===== src/rtl/ahb_lite_protocol_monitor.sv =====
// Passive AHB-Lite manager-side protocol monitor: tracks bursts and the two-cycle ERROR
// response, and records rule violations as a bitmap, a saturating count and a first-hit record.
module ahb_lite_protocol_monitor #(
  parameter int unsigned ADDR_WIDTH = 32,
  parameter int unsigned DATA_WIDTH = 32,
  parameter int unsigned CNT_WIDTH  = 16,
  parameter logic [7:0]  RULE_EN    = 8'hFF
) (
  input  logic                  clk,
  input  logic                  HRESETn,
  input  logic [1:0]            HTRANS,
  input  logic [2:0]            HBURST,
  input  logic [2:0]            HSIZE,
  input  logic                  HWRITE,
  input  logic [ADDR_WIDTH-1:0] HADDR,
  input  logic                  HREADY,
  input  logic                  HRESP,
  input  logic                  clear,
  output logic [7:0]            viol_vec,
  output logic                  viol_valid,
  output logic [CNT_WIDTH-1:0]  viol_count,
  output logic [2:0]            first_code,
  output logic [ADDR_WIDTH-1:0] first_addr,
  output logic                  first_seen,
  output logic                  burst_active,
  output logic [4:0]            beat_cnt
);

  localparam logic [1:0] TrIdle   = 2'd0;
  localparam logic [1:0] TrBusy   = 2'd1;
  localparam logic [1:0] TrNonseq = 2'd2;
  localparam logic [1:0] TrSeq    = 2'd3;
  localparam logic [2:0] BurstSingle = 3'd0;
  localparam logic [3:0] MaxSize = 4'($clog2(DATA_WIDTH / 8));
  localparam int unsigned KbWidth = ADDR_WIDTH - 10;

  typedef enum logic {StIdle, StActive} burst_state_e;
  typedef enum logic {StRespOk, StRespErr2} resp_state_e;

  burst_state_e burst_q, burst_d;
  resp_state_e  resp_q, resp_d;

  logic [2:0]            ctrl_burst_q, ctrl_burst_d;
  logic [2:0]            ctrl_size_q, ctrl_size_d;
  logic                  ctrl_write_q, ctrl_write_d;
  logic [4:0]            beat_q, beat_d;
  logic [ADDR_WIDTH-1:0] exp_q, exp_d;
  logic [KbWidth-1:0]    start_kb_q, start_kb_d;

  logic [7:0]            viol_q, viol_d;
  logic [CNT_WIDTH-1:0]  cnt_q, cnt_d;
  logic [2:0]            code_q, code_d;
  logic [ADDR_WIDTH-1:0] faddr_q, faddr_d;
  logic                  seen_q, seen_d;

  // 0 means unbounded (INCR).
  function automatic logic [4:0] burst_len(input logic [2:0] b);
    case (b[2:1])
      2'b01:   burst_len = 5'd4;
      2'b10:   burst_len = 5'd8;
      2'b11:   burst_len = 5'd16;
      default: burst_len = b[0] ? 5'd0 : 5'd1;
    endcase
  endfunction

  function automatic logic [ADDR_WIDTH-1:0] next_addr(input logic [ADDR_WIDTH-1:0] a,
                                                       input logic [2:0] b,
                                                       input logic [2:0] s);
    logic [ADDR_WIDTH-1:0] inc, sum, mask;
    inc  = ADDR_WIDTH'(1) << s;
    sum  = a + inc;
    mask = (ADDR_WIDTH'(burst_len(b)) << s) - ADDR_WIDTH'(1);
    if (!b[0] && (b[2:1] != 2'b00)) next_addr = (a & ~mask) | (sum & mask);
    else                            next_addr = sum;
  endfunction

  logic                  is_idle, is_busy, is_nonseq, is_seq, active, fixed, short_burst;
  logic                  err_done, any_viol;
  logic [4:0]            len_q;
  logic [ADDR_WIDTH-1:0] inc_now;
  logic [7:0]            rules;
  logic [2:0]            code_sel;

  assign is_idle     = HTRANS == TrIdle;
  assign is_busy     = HTRANS == TrBusy;
  assign is_nonseq   = HTRANS == TrNonseq;
  assign is_seq      = HTRANS == TrSeq;
  assign active      = burst_q == StActive;
  assign len_q       = burst_len(ctrl_burst_q);
  assign fixed       = ctrl_burst_q[2:1] != 2'b00;
  assign short_burst = fixed && (beat_q < len_q);
  assign inc_now     = ADDR_WIDTH'(1) << HSIZE;
  assign err_done    = (resp_q == StRespErr2) && HRESP && HREADY;

  // Response FSM and rule 6; the ERROR response must be exactly two cycles.
  always_comb begin
    resp_d   = resp_q;
    rules    = 8'h00;
    unique case (resp_q)
      StRespOk: begin
        if (HRESP) begin
          if (HREADY) rules[6] = 1'b1;
          else        resp_d   = StRespErr2;
        end
      end
      StRespErr2: begin
        if (!(HRESP && HREADY)) rules[6] = 1'b1;
        resp_d = StRespOk;
      end
      default: resp_d = StRespOk;
    endcase

    if (HREADY) begin
      rules[0] = (is_seq || is_busy) && !active;
      rules[1] = is_nonseq && active && short_burst && !err_done;
      rules[2] = is_seq && active && (HADDR != exp_q);
      rules[3] = (is_seq || is_busy) && active &&
                 ({HSIZE, HBURST, HWRITE} != {ctrl_size_q, ctrl_burst_q, ctrl_write_q});
      rules[4] = is_idle && active && short_burst && !err_done;
      rules[5] = HTRANS[1] && ({1'b0, HSIZE} > MaxSize);
      rules[7] = HTRANS[1] && (((HADDR & (inc_now - ADDR_WIDTH'(1))) != '0) ||
                 (is_seq && active && ctrl_burst_q[0] &&
                  (HADDR[ADDR_WIDTH-1:10] != start_kb_q)));
    end
  end

  // Burst FSM.
  always_comb begin
    burst_d      = burst_q;
    beat_d       = beat_q;
    ctrl_burst_d = ctrl_burst_q;
    ctrl_size_d  = ctrl_size_q;
    ctrl_write_d = ctrl_write_q;
    exp_d        = exp_q;
    start_kb_d   = start_kb_q;
    if (HREADY) begin
      if (is_nonseq) begin
        beat_d = 5'd1;
        if (HBURST != BurstSingle) begin
          burst_d      = StActive;
          ctrl_burst_d = HBURST;
          ctrl_size_d  = HSIZE;
          ctrl_write_d = HWRITE;
          exp_d        = next_addr(HADDR, HBURST, HSIZE);
          start_kb_d   = HADDR[ADDR_WIDTH-1:10];
        end else begin
          burst_d = StIdle;
        end
      end else if (active && is_seq) begin
        if (beat_q != 5'd31) beat_d = beat_q + 5'd1;
        exp_d = next_addr(exp_q, ctrl_burst_q, ctrl_size_q);
        if (fixed && (beat_q + 5'd1 == len_q)) burst_d = StIdle;
      end else if (active && is_idle) begin
        burst_d = StIdle;
      end
      // A completed ERROR aborts the burst unless a new one starts on this edge.
      if (err_done && !(is_nonseq && HBURST != BurstSingle)) burst_d = StIdle;
    end
  end

  // Violation record.
  always_comb begin
    viol_d   = rules & RULE_EN;
    any_viol = |viol_d;
    code_sel = 3'd0;
    for (int i = 7; i >= 0; i--) begin
      if (viol_d[i]) code_sel = 3'(i);
    end

    cnt_d   = cnt_q;
    code_d  = code_q;
    faddr_d = faddr_q;
    seen_d  = seen_q;
    if (clear) begin
      cnt_d   = CNT_WIDTH'(any_viol);
      code_d  = 3'd0;
      faddr_d = '0;
      seen_d  = 1'b0;
    end else if (any_viol && (cnt_q != '1)) begin
      cnt_d = cnt_q + CNT_WIDTH'(1);
    end
    if (any_viol && (clear || !seen_q)) begin
      code_d  = code_sel;
      faddr_d = HADDR;
      seen_d  = 1'b1;
    end
  end

  always_ff @(posedge clk or negedge HRESETn) begin
    if (!HRESETn) begin
      burst_q      <= StIdle;
      resp_q       <= StRespOk;
      ctrl_burst_q <= 3'd0;
      ctrl_size_q  <= 3'd0;
      ctrl_write_q <= 1'b0;
      beat_q       <= 5'd0;
      exp_q        <= '0;
      start_kb_q   <= '0;
      viol_q       <= 8'h00;
      cnt_q        <= '0;
      code_q       <= 3'd0;
      faddr_q      <= '0;
      seen_q       <= 1'b0;
    end else begin
      burst_q      <= burst_d;
      resp_q       <= resp_d;
      ctrl_burst_q <= ctrl_burst_d;
      ctrl_size_q  <= ctrl_size_d;
      ctrl_write_q <= ctrl_write_d;
      beat_q       <= beat_d;
      exp_q        <= exp_d;
      start_kb_q   <= start_kb_d;
      viol_q       <= viol_d;
      cnt_q        <= cnt_d;
      code_q       <= code_d;
      faddr_q      <= faddr_d;
      seen_q       <= seen_d;
    end
  end

  assign viol_vec     = viol_q;
  assign viol_valid   = |viol_q;
  assign viol_count   = cnt_q;
  assign first_code   = code_q;
  assign first_addr   = faddr_q;
  assign first_seen   = seen_q;
  assign burst_active = burst_q == StActive;
  assign beat_cnt     = beat_q;

endmodule

===== config.mk =====
export PLATFORM = sky130hd
export DESIGN_NAME = ahb_lite_protocol_monitor
export DESIGN_NICKNAME = d
export VERILOG_FILES = /design/src/rtl/ahb_lite_protocol_monitor.sv
export SDC_FILE = /design/constraint.sdc
export NUM_CORES = 1
export LEC_CHECK = 0
export ABC_AREA = 1
export CAP_MARGIN = 10
export CORE_MARGIN = 2
export CORE_UTILIZATION = 29
export CTS_CLUSTER_DIAMETER = 200
export DETAILED_ROUTE_END_ITERATION = 8
export GPL_TIMING_DRIVEN = 0
export SLEW_MARGIN = 10
export SYNTH_ARGS = -nofsm -noshare
export SYNTH_HDL_FRONTEND = slang
export SYNTH_SLANG_ARGS = --single-unit

===== constraint.sdc =====
create_clock -name clk -period 8.8 [get_ports clk]
set_input_delay 2.64 -clock clk [delete_from_list [all_inputs] [get_ports clk]]
set_output_delay 2.64 -clock clk [all_outputs]
set_load 0.03 [all_outputs]

* Word-level counts from Yosys, hierarchy flattened
Index checks and enable logic that the tools add are counted.
** Operators by class
- Reduce and logical (&&, ||, !) cells :: 51
- Bitwise operators :: 10
- Magnitude comparators :: 2
- Shifts and indexed selects :: 4
- Eq/ne operators :: 17
- Add/subtract/negate cells :: 7
- Muxes and demuxes :: 49
** Operators with widths (number)
- 2-to-1 mux 32 bit :: 7
- AND 32 bit :: 5
- subtractor 32 x 1 -> 32 bit, second input constant :: 3
- adder 32 bit :: 2
- NOT 32 bit :: 2
- OR 32 bit :: 2
- left shift 1 x 3 -> 32 bit, first input constant :: 2
- left shift 5 x 3 -> 32 bit :: 2
- 2-to-1 mux 5 bit :: 9
- 2-to-1 mux 16 bit :: 2
- != test 32 bit :: 1
- nonzero test 32 bit :: 1
- 2-to-1 mux 3 bit :: 10
- one-hot mux 5 bit (3 select lines) :: 2
- logical AND 1 bit :: 26
- != test 22 bit :: 1
- adder 16 x 1 -> 16 bit, second input constant :: 1
- 2-to-1 mux 1 bit :: 16
- != test 16 bit, second input constant :: 1
- OR reduction 8 bit :: 2
- equality test 2 bit, second input constant :: 6
- AND reduction 3 bit :: 4
- nonzero test 2 bit :: 6
- != test 7 bit :: 1
- 16 further kinds :: 26
** Word-level totals
- Bits in registers :: 128
- Input bits :: 46
- Output and inout bits :: 67
- Logic and storage cells :: 153

* Logic depth before layout (Yosys ltp)
- Word-level depth :: 16
- Mapped depth :: 20
- Gate-level depth less buffers :: 19

* Worst setup path before layout
No wires, ideal clock.
- Path type :: in2reg
- Start point :: in HSIZE[1]
- End point :: reg with a tool-made name
- Arrival :: 4971 ps
- Path buffers :: 1
- Stages :: 17
- Data required time :: 8723 ps
- Setup slack :: 3751 ps
- Setup time :: 77 ps
- Path through :: buf_2 nor2_1 inv_1 nor2_1 ha_1 inv_1 fa_1 nor2_1 a211oi_1 o21bai_2 and2_1 nand4_1 nor2_2 nand2_1 nand2_1 nand3_1 a21oi_1
** RTL lines
- start: declaration :: line 13 : input logic [2:0] HSIZE,

==> results.md <==
* Largest family of logic cells by synthesized area: simple AND/OR/NAND/NOR gates
* # rows at 67
* Hold endpoint: first_addr[11]
* Final Max Tran Viols at 0
* Post-Syn Area at between 0.009 and 0.01 mm^2
* Drt pass-1 iters at 8
* R2R setup slack at 5.44 ns
* CP top delay family: simple AND/OR/NAND/NOR gates
* Max cap viols at 0
* Setup TNS at 0 ns
* Peak VDD IR at 0.1509 mV
* Width of the die at 188.5 um
* Clock transition at path regs at 0.06 ns
* Worst Setup End Kind: register
* Post-CTS Setup Inserts at 0
* Min Tclk post-route at ~5.8 ns
* Vias in the first global route at 9716
* Clk Latency, worst-skew pair at 0.44 ns
* Synth Area in Compound Gates at 11.27%
* Critical Path Start: HSIZE[2]
* Vias at 9983
* CTS tree: yes
* Mapped Nets at 1548
* Share of cells above drive strength 1 at 7.183%
* Port bufs at 98
* XOR/XNOR Fraction of Synth Area at 7.365%
* Crit start category: primary input
* Placed cells at 2017
* PD cells at 216.0 mW/mm^2
* Drt wl/cell at 15.44 um
* Multiplexer area fraction after synthesis at 0%
* FF+latch count, synth at 128
* Main synth FF type: dfrtp_1
* Final instance area at 0.01208 mm^2
* Sequential area share after synthesis at about a third
* CTS buffer count at 17
* Rel. slew slack at 40.71%
* Ys async rst share at 100.0%
* Synth Area in Adders at around 4.2%
* Synth cell types at 55
* Yosys Warn Count at 0
* Placement Setup Slack at about 2.5 ns
* Worst Path Buf+Inv at 4
* Hold_buf cts at 0
* CP max stage delay at 0.49 ns
* GPL Wtd Cong at 0.9381
* Sequential share of power at 32.1%
* Final setup viols at 0
* H-tree depth at 4
* Fin. Hold Viols at 0
* Overflow after GRT at 0
* Fin nets at 1666
* DRC at 0
* ANT nets after route at 0
* WL final at ~32 mm
* Worst-path maximum fanout at 10
* Vias/cell at 4.867
* Switch Pwr at 1.051 mW
* WP depth at 18
* Min-delay src: first_addr[11]
* HP Class: register to register
* Most frequent CP cell: nor2_1
* Hold Slack at between 0.4 and 0.5 ns
* CP arrival at roughly 6.2 ns
* CP Data Required Time at 9.17 ns
* Die span in y at 188.5 um
* Avg Cell Area, Syn at 6.715 um^2
* Pleak at 5.665 nW
* Dpl cell area at 0.01144 mm^2
* Initial antenna violation count at 1
* Simple-Gate Fraction of Synth Area at 35.95%
* CORE AREA at between 0.03 and 0.04 mm^2
* Clk sinks at between 100 and 150
* Starting density of the core at between 20 and 30%
* Synth Instances at about 1500
* Total power at 2.610 mW
* Worst Reg-to-Reg Cells at 18
* Final period util at approximately 66%
* CP Cell Sequence: clkdlybuf4s50_1 -> buf_2 -> nor2_1 -> inv_1 -> nor2_1 -> ha_1 -> inv_1 -> fa_1 -> nor2_1 -> a211oi_1 -> o21bai_2 -> and2_1 -> nand4_1 -> nor2_2 -> nand2_1 -> nand2_1 -> nand3_1 -> a21oi_1
* Sw Share at 40.27%
* Worst clock skew at between 0.01 and 0.015 ns
* Clock share of power at approximately 30%
* Largest net degree at the start of global routing at 69
* Resize count post-CTS at 0
* Post-DP HPWL at 24.76 mm
* Layout Cells excl Fill at roughly 2000
* Die area at 0.03553 mm^2
* Slowest CP cell: clkdlybuf4s50_1
* Combinational Power Share at 38.4%
* Util after Layout at 36.02%
* Final Worst Setup Slack at approximately 3 ns
* First-pass GRT wire length at 51.79 mm
* GRT Util Overall at 18.32%
* Root Driver: clkbuf_16
* Crit path kind: primary input to register
* Number of flops mapped to enable cells by yosys at 0
* Pint at 1.559 mW
* Slew @ Worst Pin at 0.8894 ns
* R2R Path Start: ctrl_size_q[1]
* Outcome: finished, final reports clean
* Initial drt markers at 742
* Cell depth of the worst min-delay path at 2
* Clock tree buffer depth at 2
* RSZ-0062 raised after global routing: false
* Fmax at 171.1 MHz
* Layout area overhead at 22.37%
* Ports at 113
==> cell families (layout without fill, tap and decap cells) <==
kind of cell / after synthesis / in the layout
AO/OA/AOI/OAI: 205 / 205
XOR/XNOR: 83 / 83
adder cells (fa/ha/maj): 32 / 32
buffers and inverters: 210 / 341
flip-flops: 128 / 128
other: 0 / 2
AND/OR/NAND/NOR: 812 / 812
==> cell type report <==
class,count,area [um^2]
antenna,2,5.005
timing repair buffer,99,1010
clock inverter,15,207.7
clock buffer,17,425.4
inverter,157,591.8
fill,3582,21450
multi-input combinational,1132,5803
buffer,53,272.8
tap,448,560.5
sequential,128,3203
==> worst register-to-register path, cell delays in order (launching register included) <==
cell and delay (ns):
dfrtp_1 0.35, clkbuf_2 0.17, inv_2 0.16, nand2_1 0.11, nor2_1 0.16, ha_1 0.19, inv_1 0.05, fa_1 0.40
o21ai_1 0.37, nand3_1 0.13, nand2_1 0.10, inv_1 0.08, nor2_1 0.19, inv_1 0.12, nor2_2 0.19, nand2_1 0.12
xnor2_1 0.14, a21oi_1 0.13, a21oi_1 0.08
==> cells in the final DEF (no fill, tap or decap), types with 3 or more instances in the layout <==
cell,synthesis,final
a22oi_1,3,3
a21oi_1,76,76
nor2_1,159,159
inv_2,15,15
bufinv_16,0,4
nand2_1,424,424
nand3_1,119,119
o211ai_1,3,3
a31oi_1,13,13
inv_1,139,139
nor3_1,33,33
ha_1,30,30
nand4_1,27,27
clkbuf_16,0,17
o22ai_1,5,5
nor2_4,4,4
or2_2,3,3
clkinv_4,0,4
a21o_1,3,3
nand3b_1,3,3
o21ai_1,4,4
xnor2_1,25,25
xor2_1,58,58
buf_2,23,23
nand2_2,4,4
dfrtp_1,128,128
clkbuf_2,3,3
nor4_1,13,13
buf_6,5,6
clkdlybuf4s50_1,0,97
inv_6,0,4
nor2_2,8,8
clkbuf_1,19,19
o21ai_0,87,87
==> worst max-delay path by stage <==
stage / endpoint / slack, ns
2_1_floorplan: register / 3.75
3_3_place_gp: beat_cnt[1] / -0.29
3_5_place_dp: register / 2.49
4_1_cts: register / 2.95
5_1_grt: register / 2.55
6_report: register / 2.96
==> power groups by stage <==
stage | logic [mW] | registers [mW] | clock network, mW
global route | 1.13 | 0.856 | 0.809
finish | 1.00 | 0.837 | 0.770
global placement | 0.978 | 0.842 | 0
floorplan | 0.627 | 0.891 | 0
CTS | 1.00 | 0.835 | 0.786
detailed placement | 0.994 | 0.844 | 0
==> cell usage after synthesis (5+ instances only) <==
library cell | instances | area (um^2)
a21oi_1 | 76 | 380.4
a31oi_1 | 13 | 81.33
buf_2 | 23 | 115.1
buf_6 | 5 | 56.30
clkbuf_1 | 19 | 71.32
dfrtp_1 | 128 | 3203
ha_1 | 30 | 375.4
inv_1 | 139 | 521.8
inv_2 | 15 | 56.30
nand2_1 | 424 | 1592
nand3_1 | 119 | 595.6
nand4_1 | 27 | 168.9
nor2_1 | 159 | 596.8
nor2_2 | 8 | 50.05
nor3_1 | 33 | 165.2
nor4_1 | 13 | 81.33
o21ai_0 | 87 | 435.4
o22ai_1 | 5 | 31.28
xnor2_1 | 25 | 219.0
xor2_1 | 58 | 508.0
==> layer usage <==
layer,global-route usage [%],share of wire (%)
met1,24.37,46
met5,0,0
met4,6.340,2.1
met3,2.701,5.1
met2,30.32,47
Power figures use the tool's default switching activity.
==> RTL change (config.mk and constraints unchanged) <==
Set the parameter `ADDR_WIDTH` to 64 (it was 32).
--- a/src/rtl/ahb_lite_protocol_monitor.sv
+++ b/src/rtl/ahb_lite_protocol_monitor.sv
@@ -1,7 +1,7 @@
 // Passive AHB-Lite manager-side protocol monitor: tracks bursts and the two-cycle ERROR
 // response, and records rule violations as a bitmap, a saturating count and a first-hit record.
 module ahb_lite_protocol_monitor #(
-  parameter int unsigned ADDR_WIDTH = 32,
+  parameter int unsigned ADDR_WIDTH = 64,
   parameter int unsigned DATA_WIDTH = 32,
   parameter int unsigned CNT_WIDTH  = 16,
   parameter logic [7:0]  RULE_EN    = 8'hFF
Ports: changed (resized HADDR and first_addr); port bits go from 113 to 177. No check against the original RTL was run, so the function may have changed too.
==> RTL change against the original RTL <==
  * Clock power rose by 53%
  * Wire length rose by 120%
  * Register-to-register slack got worse by 0.55 ns
  * Critical path depth fell by 1
  * Critical path type unchanged
  * Sequential power rose by 79%
  * Sequential cell count rose by 96
  * Maximum frequency fell by 9.0%
  * Worst setup slack got worse by 0.58 ns
  * Core utilization fell by 1.4 points
  * Synthesized area rose by 78%
  * Clock skew rose by 0.011 ns
  * Cell area rose by 72%
  * Power rose by 73%
==> RTL change: results (changes against the original RTL) <==
[worst_setup_path]
ff2ff_setup_slack_ns=4.89  ; -0.55 ns
r2r_start=ctrl_size_q[0]
cp.arrival_ns=6.91  ; +0.70 ns
r2r_cells=22  ; +4
cp_slowest_cell=nor2_1
critPathKind=in -> reg
cpLargestDelayFamily=simple AND/OR/NAND/NOR gates
crit_path_max_incr_delay_ns=0.52  ; +0.03 ns
crit_start=HSIZE[2]

[power_and_ir_drop]
power.leakage_nw=9.60  ; +69%
p_switching_mw=1.91  ; +81%
ir_drop_uv=150  ; -0.36%

[synth]
synthArstFlopShare_pct=100  ; unchanged
synth.distinct_cells=51  ; -7.3%
synth-main-ff-cell=dfrtp_1
yosysSeqAreaShare_pct=31.9  ; -0.54 points
syn_avg_cell_area_um2=6.51  ; -3.0%
yosysWarnings=0  ; unchanged
synthesis.nets=2807  ; +81%
ys_top_cells_by_area=dfrtp_1 32%, nand2_1 17%, inv_1 6.2%
yosys-top-cells-count=798 x nand2_1, 289 x inv_1, 265 x nor2_1

[sta]
worstMarginPinSlew_ns=1.26  ; +0.375 ns
skew_ns=0.0213  ; +0.0109 ns
worst_slack_ns=2.38  ; -0.577 ns
timing.hold.ws_ns=0.500  ; +0.0325 ns

[clock_network]
post_cts.repair.setup_buffers=0  ; unchanged
cts_buffer_depth=3  ; +1
cts_resized=0  ; unchanged
cts_buffers=30  ; +13
htreeDepth=1  ; -3
cts_root_buf=clkbuf_16
clock_latency_ns=0.58  ; +0.14 ns
clk_pin_slew_ns=0.06  ; about the same

[grt]
grt_pass1_wl_mm=107  ; +110%
grt_pass1_vias=17400  ; +79%
antenna_found_initial=2  ; +1
grt_max_degree=78  ; +13%
grt_usage_pct=22.1  ; +3.8 points

[routing]
drt_iter0_drc=1825  ; +150%
vias=18600  ; +86%
drt_wl_total_mm=70.7  ; +120%
drt_pass1_iterations=8  ; unchanged

[run_status]
status=completed

[placed_design]
placed_area_mm2=0.0199  ; +74%
io_buffers=129  ; +32%
dp.final_hpwl_mm=55.1  ; +120%
place_congestion=0.991  ; +5.6%
pre_cts_ws_ns=1.96  ; -0.530 ns
dp_cells=3610  ; +79%

[final_layout]
final_nets=2970  ; +78%
drive_gt1_share_pct=7.36  ; +0.18 points
diodes=0  ; -2
finalNonFillerCells=3663  ; +79%

[hold_path]
hold_class=reg -> reg

RTL change: cell types whose count changed after synthesis, sizes merged, moves of 38 or more:
cell / change
nand2: +374
inv: +157
nand3: +120
nor2: +99
dfrtp: +96
nand4: +65
o21ai: +58
buf: +54
a21oi: +51
xnor2: +47
clkbuf: +38
RTL change: logic make-up (layout without fill, tap and decap cells):
group / after synthesis / in the layout / synth area share (%)
and+or+nand+nor: 1518 / 1518 / 37.9
buffers and inverters: 460 / 644 / 11.0
AOI/OAI and AO/OA: 322 / 322 / 9.75
DFF: 224 / 224 / 31.9
xor gates and xnor gates: 141 / 141 / 7.03
adders and majority gates: 32 / 32 / 2.37
RTL change: per-layer routing:
metal	routed length (um)	vias to the layer above	GRT usage [%]
met2	31500	735	35.5
li1	-	9005	-
met4	2550	4	7.12
met1	31500	8695	30.3
met3	5130	130	3.41
met5	26	-	0
RTL change: layout make-up:
type	count	area, um^2
Multi-Input combinational cell	2013	10000
Timing Repair Buffer	131	1350
Buffer	145	751
Sequential cell	224	5610
Tap cell	782	978
Clock buffer	43	841
Inverter	315	1180
Fill cell	6698	39300
Clock inverter	10	77.6
RTL change: power by group through the flow:
stage	registers (mW)	logic, mW	clock network [mW]
floorplan	1.58	1.15	0
global placement	1.51	1.80	0
detailed placement	1.51	1.81	0
CTS	1.50	1.82	1.21
global route	1.53	2.02	1.25
finish	1.50	1.83	1.18
RTL change: worst min-delay path: stages, from the launching register on:
cell and delay (ns):
dfrtp_1 0.35, nand2_1 0.06, nand2_1 0.05
RTL change: worst min-delay path by stage:
stage	from	to	depth (start not counted)
floorplan	ctrl_write_q	ctrl_write_q	2
global placement	ctrl_write_q	ctrl_write_q	2
detailed placement	ctrl_write_q	ctrl_write_q	2
CTS	ctrl_write_q	ctrl_write_q	2
global route	ctrl_write_q	ctrl_write_q	2
finish	ctrl_write_q	ctrl_write_q	2
